$ cat src/rtl/alu_pkg.sv
// Shared definitions for the ALU sequencer: data width, MUL iteration count,
// external ALU operation encodings, command opcodes, sequencer states and the
// opcode -> ALU control mapping.
package alu_pkg;

  localparam int unsigned DATA_W    = 24;
  localparam int unsigned MUL_ITERS = 24;
  localparam int unsigned CNT_W     = $clog2(MUL_ITERS + 1);
  localparam logic [CNT_W-1:0] MUL_CNT_END = CNT_W'(MUL_ITERS);

  // Operation select of the external ALU
  typedef enum logic [2:0] {
    ALU_AND = 3'b000,
    ALU_OR  = 3'b001,
    ALU_ADD = 3'b010,
    ALU_SLT = 3'b011
  } alu_op_e;

  // Command opcodes; 7..15 are illegal
  typedef enum logic [3:0] {
    OP_AND = 4'd0,
    OP_OR  = 4'd1,
    OP_ADD = 4'd2,
    OP_SUB = 4'd3,
    OP_SLT = 4'd4,
    OP_NOR = 4'd5,
    OP_MUL = 4'd6
  } cmd_op_e;

  typedef enum logic [1:0] {
    IDLE,
    EXEC,
    MUL_LOOP,
    RESP
  } state_e;

  typedef struct packed {
    logic    a_invert;
    logic    b_negate;
    alu_op_e op;
  } alu_ctrl_t;

  // ALU control word for a legal opcode; MUL reuses the ADD controls.
  function automatic alu_ctrl_t alu_ctrl(input logic [3:0] op);
    alu_ctrl_t c;
    c = '0;
    case (op)
      OP_AND: c.op = ALU_AND;
      OP_OR:  c.op = ALU_OR;
      OP_ADD,
      OP_MUL: c.op = ALU_ADD;
      OP_SUB: begin
        c.b_negate = 1'b1;
        c.op       = ALU_ADD;
      end
      OP_SLT: begin
        c.b_negate = 1'b1;
        c.op       = ALU_SLT;
      end
      OP_NOR: begin
        c.a_invert = 1'b1;
        c.b_negate = 1'b1;
        c.op       = ALU_AND;
      end
      default: c = '0;
    endcase
    return c;
  endfunction

endpackage

$ cat src/rtl/alu_sequencer.sv
// ALU sequencer: accepts one command at a time, drives an external 24-bit ALU
// (single-cycle ops in EXEC, shift-and-add multiply in MUL_LOOP) and holds the
// response until it is taken.
//   Clock, Reset (sync, active low)
//   CmdValid/CmdReady, CmdOp, CmdA, CmdB       : command handshake
//   AluA, AluB, AluAInvert, AluBNegate, AluOp  : drive to external ALU
//   AluResult, AluZero, AluOverflow, AluCarryOut : combinational ALU return
//   RspValid/RspReady, RspResult, RspFlags {N,Z,V,C}, RspErr : response
module alu_sequencer
  import alu_pkg::*;
(
  input  logic              Clock,
  input  logic              Reset,
  input  logic              CmdValid,
  output logic              CmdReady,
  input  logic [3:0]        CmdOp,
  input  logic [DATA_W-1:0] CmdA,
  input  logic [DATA_W-1:0] CmdB,
  output logic [DATA_W-1:0] AluA,
  output logic [DATA_W-1:0] AluB,
  output logic              AluAInvert,
  output logic              AluBNegate,
  output logic [2:0]        AluOp,
  input  logic [DATA_W-1:0] AluResult,
  input  logic              AluZero,
  input  logic              AluOverflow,
  input  logic              AluCarryOut,
  output logic              RspValid,
  input  logic              RspReady,
  output logic [DATA_W-1:0] RspResult,
  output logic [3:0]        RspFlags,
  output logic              RspErr
);

  state_e            state_q, state_d;
  logic [3:0]        op_q, op_d;
  logic [DATA_W-1:0] opa_q, opa_d;   // operand A / multiplicand
  logic [DATA_W-1:0] opb_q, opb_d;   // operand B / multiplier
  logic [DATA_W-1:0] acc_q, acc_d;
  logic [CNT_W-1:0]  cnt_q, cnt_d;
  logic              cmd_ready_q, cmd_ready_d;
  logic              rsp_valid_q, rsp_valid_d;
  logic [DATA_W-1:0] rsp_result_q, rsp_result_d;
  logic [3:0]        rsp_flags_q, rsp_flags_d;
  logic              rsp_err_q, rsp_err_d;
  alu_ctrl_t         ctrl;

  always_comb begin
    state_d      = state_q;
    op_d         = op_q;
    opa_d        = opa_q;
    opb_d        = opb_q;
    acc_d        = acc_q;
    cnt_d        = cnt_q;
    rsp_result_d = rsp_result_q;
    rsp_flags_d  = rsp_flags_q;
    rsp_err_d    = rsp_err_q;
    ctrl         = '0;
    AluA         = '0;
    AluB         = '0;

    unique case (state_q)
      IDLE: begin
        if (CmdValid && cmd_ready_q) begin
          op_d  = CmdOp;
          opa_d = CmdA;
          opb_d = CmdB;
          acc_d = '0;
          cnt_d = '0;
          case (CmdOp)
            OP_AND, OP_OR, OP_ADD, OP_SUB, OP_SLT, OP_NOR: state_d = EXEC;
            OP_MUL: state_d = MUL_LOOP;
            default: begin
              state_d      = RESP;
              rsp_result_d = '0;
              rsp_flags_d  = '0;
              rsp_err_d    = 1'b1;
            end
          endcase
        end
      end

      EXEC: begin
        ctrl         = alu_ctrl(op_q);
        AluA         = opa_q;
        AluB         = opb_q;
        rsp_result_d = AluResult;
        rsp_flags_d  = {AluResult[DATA_W-1], AluZero, AluOverflow, AluCarryOut};
        rsp_err_d    = 1'b0;
        state_d      = RESP;
      end

      MUL_LOOP: begin
        // Counts 0..MUL_ITERS-1 are the iterations; the extra cycle at
        // MUL_CNT_END latches the finished accumulator into the response.
        if (cnt_q != MUL_CNT_END) begin
          ctrl = alu_ctrl(OP_MUL);
          AluA = acc_q;
          AluB = opa_q;
          if (opb_q[0]) acc_d = AluResult;
          opa_d = {opa_q[DATA_W-2:0], 1'b0};
          opb_d = {1'b0, opb_q[DATA_W-1:1]};
          cnt_d = cnt_q + CNT_W'(1);
        end else begin
          rsp_result_d = acc_q;
          rsp_flags_d  = {acc_q[DATA_W-1], (acc_q == '0), 1'b0, 1'b0};
          rsp_err_d    = 1'b0;
          state_d      = RESP;
        end
      end

      RESP: begin
        if (RspReady) state_d = IDLE;
      end

      default: state_d = IDLE;
    endcase

    AluAInvert  = ctrl.a_invert;
    AluBNegate  = ctrl.b_negate;
    AluOp       = ctrl.op;
    cmd_ready_d = (state_d == IDLE);
    rsp_valid_d = (state_d == RESP);
  end

  always_ff @(posedge Clock) begin
    if (!Reset) begin
      state_q      <= IDLE;
      op_q         <= '0;
      opa_q        <= '0;
      opb_q        <= '0;
      acc_q        <= '0;
      cnt_q        <= '0;
      cmd_ready_q  <= 1'b1;
      rsp_valid_q  <= 1'b0;
      rsp_result_q <= '0;
      rsp_flags_q  <= '0;
      rsp_err_q    <= 1'b0;
    end else begin
      state_q      <= state_d;
      op_q         <= op_d;
      opa_q        <= opa_d;
      opb_q        <= opb_d;
      acc_q        <= acc_d;
      cnt_q        <= cnt_d;
      cmd_ready_q  <= cmd_ready_d;
      rsp_valid_q  <= rsp_valid_d;
      rsp_result_q <= rsp_result_d;
      rsp_flags_q  <= rsp_flags_d;
      rsp_err_q    <= rsp_err_d;
    end
  end

  assign CmdReady  = cmd_ready_q;
  assign RspValid  = rsp_valid_q;
  assign RspResult = rsp_result_q;
  assign RspFlags  = rsp_flags_q;
  assign RspErr    = rsp_err_q;

endmodule

$ cat config.mk
export PLATFORM = sky130hd
export DESIGN_NAME = alu_sequencer
export DESIGN_NICKNAME = d
export VERILOG_FILES = /design/src/rtl/alu_pkg.sv /design/src/rtl/alu_sequencer.sv
export SDC_FILE = /design/constraint.sdc
export NUM_CORES = 1
export LEC_CHECK = 0
export ABC_AREA = 1
export ABC_CLOCK_PERIOD_IN_PS = 2220
export BUFFER_PORTS_ARGS = -buffer_cell sky130_fd_sc_hd__buf_2
export CORE_ASPECT_RATIO = 0.7
export CORE_UTILIZATION = 46
export CTS_CLUSTER_DIAMETER = 60
export CTS_CLUSTER_SIZE = 12
export DETAILED_ROUTE_END_ITERATION = 6
export GPL_ROUTABILITY_DRIVEN = 0
export PLACE_DENSITY = 0.72
export SLEW_MARGIN = 20
export SYNTH_ARGS = -nofsm -noshare
export SYNTH_HDL_FRONTEND = slang
export SYNTH_SLANG_ARGS = --single-unit
$ cat constraint.sdc
create_clock -name Clock -period 2.22 [get_ports Clock]
set_clock_uncertainty 0.05 [all_clocks]
set_input_delay 0.111 -clock Clock [delete_from_list [all_inputs] [get_ports Clock]]
set_output_delay 0.111 -clock Clock [all_outputs]
set_load 0.01 [all_outputs]
; Yosys cells after proc, flatten, opt, wreduce, memory -nomap -nowiden
; Cells that the tools add are included.
[totals]
reg_bits = 114
output_inout_bits = 84
[classes]
n_addsub = 1
n_eq_ne = 22
mux = 39
n_reduce_logical = 15
[op_table]
columns = cell, count
row1 = $mux W24, 12
row2 = $pmux W24 S2, 5
row3 = $pmux W24 S3, 1
row4 = $eq A4 B3 Y1 const B, 6
row5 = $logic_not A24 Y1, 1
row6 = $pmux W5 S2, 2
row7 = $eq A4 B2 Y1 const B, 4
row8 = $mux W4, 3
row9 = $pmux W4 S3, 1
row10 = $mux W5, 2
row11 = $ne A2 B2 Y1 const B, 5
row12 = $eq A4 B1 Y1 const B, 2
row13 = $mux W2, 4
row14 = $pmux W2 S4, 1
row15 = $reduce_and A4 Y1, 2
row16 = $reduce_or A7 Y1, 1
row17 = $eq A2 B2 Y1 const B, 3
row18 = $pmux W2 S3, 1
row19 = $reduce_or A3 Y1, 2
row20 = $reduce_or A6 Y1, 1
row21 = $add A5 B1 Y5 const B, 1
row22 = $mux W1, 5
row23 = $ne A5 B5 Y1 const B, 1
row24 = $logic_not A2 Y1, 2
row25 = 9 further kinds, 9

; Depth between registers and ports, before layout
[logic_depth]
depth_word = 6
depth_mapped = 12

; Least setup slack after synthesis
; OpenSTA, ideal clock, no wires.
[synth_timing]
kind = flip-flop to output port
startpoint = register state_q[0]
endpoint = output port AluB[0]
arrival_ns = 1.594
required_ns = 2.059
slack_ns = 0.465
path_stages_with_launch = 9
path_buffers = 2
path_cell_list = dfxtp_1 > inv_1 > ha_1 > clkinv_1 > nor2_1 > buf_4 > buf_2 > nand2_1 > o21ai_0
[synth_between]
elab_chain_cells = 2
elab_cells_between_ends = 3
[synth_rtl]
columns = item, line
row1 = start: declaration, alu_sequencer.sv:35  ; state_e state_q, state_d;
row2 = start signal: assignment, alu_sequencer.sv:140  ; state_q <= state_d;
row3 = $eq A2 B2 Y1 / $eq A2 B1 Y1 (equally long branches), alu_sequencer.sv:62  ; unique case (state_q)
row4 = $pmux W24 S2 (*), alu_sequencer.sv:62
row5 = end: declaration, alu_sequencer.sv:20  ; output logic [DATA_W-1:0] AluB,
; Mark *: on every way between the ends. The rest lies on a longest branch, timed or not.

; Final worst setup path
[layout_timing]
startpoint = register state_q[1]
endpoint = output port AluA[20]
[layout_between]
elab_chain_cells = 2
elab_cells_between_ends = 3
[layout_rtl]
columns = item, line
row1 = $eq A2 B2 Y1 / $eq A2 B1 Y1 (equally long branches), alu_sequencer.sv:62
row2 = $pmux W24 S2 (*), alu_sequencer.sv:62
row3 = end: declaration, alu_sequencer.sv:19  ; output logic [DATA_W-1:0] AluA,
; Marked as above.

==> impl_metrics.xml <==
<?xml version="1.0" encoding="UTF-8"?>
<metrics>
  <group name="status">
    <metric name="status" unit="">finished clean</metric>
  </group>
  <group name="pwr">
    <metric name="clkPwrFrac" unit="%">27.8</metric>
    <metric name="design_power_total" unit="mW">10.61</metric>
    <metric name="pwr-share-seq" unit="%">30.3</metric>
    <metric name="swShare" unit="%">41.39</metric>
    <metric name="internal-power" unit="mW">6.221</metric>
    <metric name="power.net_switching" unit="mW">4.393</metric>
    <metric name="vdd.ir_drop.worst" unit="mV">0.7832</metric>
    <metric name="cellPowerDensity" unit="nW/µm²">1288</metric>
    <metric name="p_leak" unit="nW">3.665</metric>
    <metric name="power.combinational.fraction" unit="%">41.9</metric>
  </group>
  <group name="timing">
    <metric name="finalCriticalPeriod" unit="ns">2.163</metric>
    <metric name="setup_repair_after_global_routing_missed_its_margin" unit="">false</metric>
    <metric name="max_freq" unit="MHz">462.3</metric>
    <metric name="layout_setup_ws" unit="ns">0.05679</metric>
    <metric name="final_hold_viol_count" unit="">0</metric>
    <metric name="slew_worst_pin" unit="ns">0.5110</metric>
    <metric name="setup_tns_final" unit="ns">0</metric>
    <metric name="final-max-slew-violation-count" unit="">0</metric>
    <metric name="maxSlewHeadroom" unit="%">65.88</metric>
    <metric name="final_number_of_setup_violating_endpoints" unit="">0</metric>
    <metric name="worst_hold_slack" unit="ns">0.01006</metric>
    <metric name="timing.final.crit_share" unit="%">97.44</metric>
  </group>
  <group name="worst_hold_path">
    <metric name="hold_path.class" unit="">in2reg</metric>
    <metric name="hp-start" unit="">AluZero</metric>
  </group>
  <group name="floorplan">
    <metric name="row_count" unit="">33</metric>
    <metric name="count_of_boundary_i_o_pins" unit="">167</metric>
    <metric name="floorplan.die.width" unit="µm">136.4</metric>
    <metric name="initial_core_util" unit="%">48.41</metric>
    <metric name="fp.dieH" unit="µm">96.09</metric>
    <metric name="die_area" unit="µm²">13110</metric>
    <metric name="floorplan.core_area" unit="µm²">12020</metric>
  </group>
  <group name="synth">
    <metric name="synthesis.instances" unit="">854</metric>
    <metric name="synth_cell_types" unit="">34</metric>
    <metric name="synth-seq-area-share" unit="%">38.89</metric>
    <metric name="mappedNetlistArea" unit="µm²">5817</metric>
    <metric name="postSynthNetCount" unit="">944</metric>
    <metric name="yosys_register_bits" unit="">113</metric>
    <metric name="synth.yosys.warnings" unit="">0</metric>
    <metric name="avgSynthCellArea" unit="µm²">6.811</metric>
  </group>
  <group name="layout">
    <metric name="finish.net_count" unit="">1152</metric>
    <metric name="utilization" unit="%">68.58</metric>
    <metric name="layout_cell_area_excl_fill" unit="µm²">8240</metric>
    <metric name="fillerInstances" unit="">1027</metric>
    <metric name="final-instance-count-excl-fill" unit="">1233</metric>
    <metric name="area_overhead_vs_synth" unit="%">41.66</metric>
    <metric name="drive_above_1_share" unit="%">23.91</metric>
  </group>
  <group name="global_routing">
    <metric name="globalRoute.busiestLayer" unit="">met2</metric>
    <metric name="groute.layer.met3.usage" unit="%">7.109</metric>
    <metric name="met2_usage" unit="%">47.12</metric>
    <metric name="grt-ovfl-total" unit="">0</metric>
    <metric name="grt_use_total" unit="%">30.20</metric>
    <metric name="grt_start_max_net_pins" unit="">52</metric>
    <metric name="grt_antenna_before_repair" unit="">1</metric>
    <metric name="grt_util_met1" unit="%">40.58</metric>
    <metric name="grt_pass1_wl" unit="µm">30310</metric>
    <metric name="number_of_global_route_vias_before_repair" unit="">6041</metric>
  </group>
  <group name="route">
    <metric name="via_count" unit="">6726</metric>
    <metric name="route.detailed.drc" unit="">0</metric>
    <metric name="drt_pass1_iterations" unit="">5</metric>
    <metric name="ant_nets" unit="">0</metric>
    <metric name="overall_routed_net_length" unit="µm">19470</metric>
    <metric name="drt-initial-drc-count" unit="">636</metric>
    <metric name="detail_route.vias_per_cell" unit="">5.455</metric>
    <metric name="routedWlPerCell" unit="µm">15.79</metric>
  </group>
  <group name="critical_path">
    <metric name="worstSetupStartpointType" unit="">flop</metric>
    <metric name="crit_fanout" unit="">12</metric>
    <metric name="setup.worst_path.start" unit="">state_q[1]$_SDFF_PN0_</metric>
    <metric name="crit_path_dat" unit="ns">2.00</metric>
    <metric name="worstReg2RegStart" unit="">state_q[1]$_SDFF_PN0_</metric>
    <metric name="worst_setup_end_kind" unit="">output pin</metric>
    <metric name="path_class" unit="">reg2out</metric>
    <metric name="cp_data_required_time" unit="ns">2.06</metric>
  </group>
  <group name="place">
    <metric name="hpwl" unit="µm">12160</metric>
    <metric name="io_buffer_count" unit="">165</metric>
    <metric name="cell_count_after_placement" unit="">1132</metric>
    <metric name="place_ws" unit="ns">0.2384</metric>
    <metric name="dpl_cell_area" unit="µm²">6784</metric>
  </group>
  <group name="clock_network">
    <metric name="h-tree-depth" unit="">4</metric>
    <metric name="numCtsBuffers" unit="">17</metric>
    <metric name="tritoncts_num_sinks" unit="">113</metric>
    <metric name="clk_pin_slew_worst_paths" unit="ns">0.05</metric>
    <metric name="clockBufferDepth" unit="">2</metric>
    <metric name="tritoncts" unit="">done</metric>
    <metric name="worst_skew_pair.late_latency" unit="ns">0.42</metric>
    <metric name="cts-root-buf" unit="">sky130_fd_sc_hd__clkbuf_16</metric>
  </group>
  <group name="job">
    <metric name="maxCapViolCount" unit="">0</metric>
  </group>
</metrics>
worst max-delay path: stages, from the launching register on:
cell and delay [ns]:
sky130_fd_sc_hd__dfxtp_4 0.36, sky130_fd_sc_hd__inv_2 0.06, sky130_fd_sc_hd__ha_4 0.30, sky130_fd_sc_hd__clkinvlp_4 0.11, sky130_fd_sc_hd__nor2_4 0.13, sky130_fd_sc_hd__buf_12 0.15
sky130_fd_sc_hd__clkbuf_16 0.17, sky130_fd_sc_hd__a22o_1 0.16, sky130_fd_sc_hd__buf_2 0.14
cells in the mapped netlist:
library cell | number | area [µm²]
sky130_fd_sc_hd__nand4_1 | 25 | 156.4
sky130_fd_sc_hd__nand3b_1 | 2 | 15.01
sky130_fd_sc_hd__o21ai_1 | 2 | 10.01
sky130_fd_sc_hd__inv_1 | 34 | 127.6
sky130_fd_sc_hd__buf_4 | 5 | 37.54
sky130_fd_sc_hd__nand2_2 | 2 | 12.51
sky130_fd_sc_hd__nand3_1 | 13 | 65.06
sky130_fd_sc_hd__a31oi_1 | 21 | 131.4
sky130_fd_sc_hd__a21oi_1 | 85 | 425.4
sky130_fd_sc_hd__dfxtp_1 | 113 | 2262
sky130_fd_sc_hd__buf_2 | 22 | 110.1
sky130_fd_sc_hd__inv_2 | 6 | 22.52
sky130_fd_sc_hd__and2_0 | 1 | 6.260
sky130_fd_sc_hd__nand2_1 | 265 | 994.7
sky130_fd_sc_hd__o22ai_1 | 1 | 6.260
sky130_fd_sc_hd__o31ai_1 | 1 | 7.510
sky130_fd_sc_hd__a22o_1 | 47 | 411.6
sky130_fd_sc_hd__nor2_1 | 102 | 382.9
sky130_fd_sc_hd__buf_6 | 1 | 11.26
sky130_fd_sc_hd__buf_1 | 4 | 15.01
sky130_fd_sc_hd__conb_1 | 1 | 3.750
sky130_fd_sc_hd__a22oi_1 | 1 | 7.510
sky130_fd_sc_hd__o21ai_0 | 37 | 185.2
sky130_fd_sc_hd__nor3b_2 | 8 | 100.1
sky130_fd_sc_hd__o221ai_1 | 1 | 8.760
sky130_fd_sc_hd__a21oi_2 | 1 | 8.760
sky130_fd_sc_hd__ha_1 | 7 | 87.58
sky130_fd_sc_hd__xor2_1 | 1 | 8.760
sky130_fd_sc_hd__clkinv_1 | 2 | 7.510
sky130_fd_sc_hd__nor2_2 | 1 | 6.260
sky130_fd_sc_hd__a211oi_1 | 1 | 7.510
sky130_fd_sc_hd__nor3b_1 | 4 | 30.03
sky130_fd_sc_hd__clkbuf_1 | 33 | 123.9
sky130_fd_sc_hd__nor3_1 | 4 | 20.02
logic make-up after synthesis:
logic type               synth area share [%]
AO/OA/AOI/OAI                           20.80
XOR/XNOR                               0.1506
adder cells (fa/ha/maj)                 1.506
buffers and inverters                   7.830
flip-flops                              38.89
other                                 0.06447
AND/OR/NAND/NOR                         30.76
timing repair:
action,CTS,global route
gates cloned,2,3
setup endpoints to repair,50,48
buffers inserted,0,5
resized for setup,9,10
hold buffers,58,0
pin swaps,1,4
endpoints found under the hold margin,58,0
power by group through the flow:
stage / Combinational, mW / Clock (mW) / Sequential, mW
6_report: 4.45 / 2.95 / 3.21
3_5_place_dp: 4.02 / 0 / 3.20
3_3_place_gp: 4.00 / 0 / 3.20
4_1_cts: 4.23 / 2.96 / 3.17
2_1_floorplan: 2.96 / 0 / 3.03
5_1_grt: 4.95 / 3.07 / 3.26
per-layer routing:
layer	part of all wire, %	vias up
met5	0	-
met4	2.0	0
met3	9.0	37
met2	44	337
met1	45	3089
li1	-	3263
flip-flops by register name, summed over array words and instances (netlist names):
register   flops
op_q           4
acc_q         24
RspResult     24
opa_q         24
CmdReady       1
RspErr         1
state_q        2
cnt_q          5
RspValid       1
opb_q         24
RspFlags       3
final cells by class:
class	instances	area, µm²	share of cell area (%)
Timing Repair Buffer	254	1824	22.14
Multi-Input combinational cell	634	3146	38.17
Clock inverter	10	156.4	1.898
Tap cell	157	196.4	2.384
Clock buffer	22	474.2	5.755
Antenna cell	1	2.502	0.03037
Inverter	42	168.9	2.050
Sequential cell	113	2272	27.57
path summary, 6_finish.rpt:
check,endpoint,slack (ns),cells past startpoint
hold / removal,RspFlags[2]$_SDFFE_PN0P_,0.01,5
hold reg to reg,cnt_q[0]$_SDFFE_PN0P_,0.40,1
setup / recovery,AluA[20],0.06,8
setup reg to reg,opa_q[23]$_SDFFE_PN0P_,0.38,9
cells in the final DEF (no fill, tap or decap), types with 2 or more instances in the layout:
cell	Yosys	final
sky130_fd_sc_hd__inv_2	6	7
sky130_fd_sc_hd__dfxtp_1	113	109
sky130_fd_sc_hd__nand2_2	2	2
sky130_fd_sc_hd__clkinv_4	0	2
sky130_fd_sc_hd__clkbuf_1	33	2
sky130_fd_sc_hd__buf_12	0	7
sky130_fd_sc_hd__inv_1	34	32
sky130_fd_sc_hd__nor3_1	4	4
sky130_fd_sc_hd__clkbuf_16	0	20
sky130_fd_sc_hd__a31oi_1	21	21
sky130_fd_sc_hd__nand2_1	265	264
sky130_fd_sc_hd__o21ai_0	37	37
sky130_fd_sc_hd__dfxtp_4	0	2
sky130_fd_sc_hd__dfxtp_2	0	2
sky130_fd_sc_hd__clkinvlp_4	0	2
sky130_fd_sc_hd__ha_1	7	5
sky130_fd_sc_hd__bufinv_16	0	4
sky130_fd_sc_hd__dlygate4sd3_1	0	58
sky130_fd_sc_hd__o21ai_1	2	2
sky130_fd_sc_hd__buf_2	22	165
sky130_fd_sc_hd__nand3b_1	2	2
sky130_fd_sc_hd__nor2_1	102	101
sky130_fd_sc_hd__nand3_1	13	13
sky130_fd_sc_hd__nand4_1	25	25
sky130_fd_sc_hd__nor3b_2	8	8
sky130_fd_sc_hd__clkbuf_8	0	3
sky130_fd_sc_hd__a22o_1	47	47
sky130_fd_sc_hd__ha_4	0	2
sky130_fd_sc_hd__nor3b_1	4	4
sky130_fd_sc_hd__a21oi_1	85	85
sky130_fd_sc_hd__buf_4	5	19
sky130_fd_sc_hd__clkinv_2	0	4
Note: power is estimated with default switching activity, not from simulation.
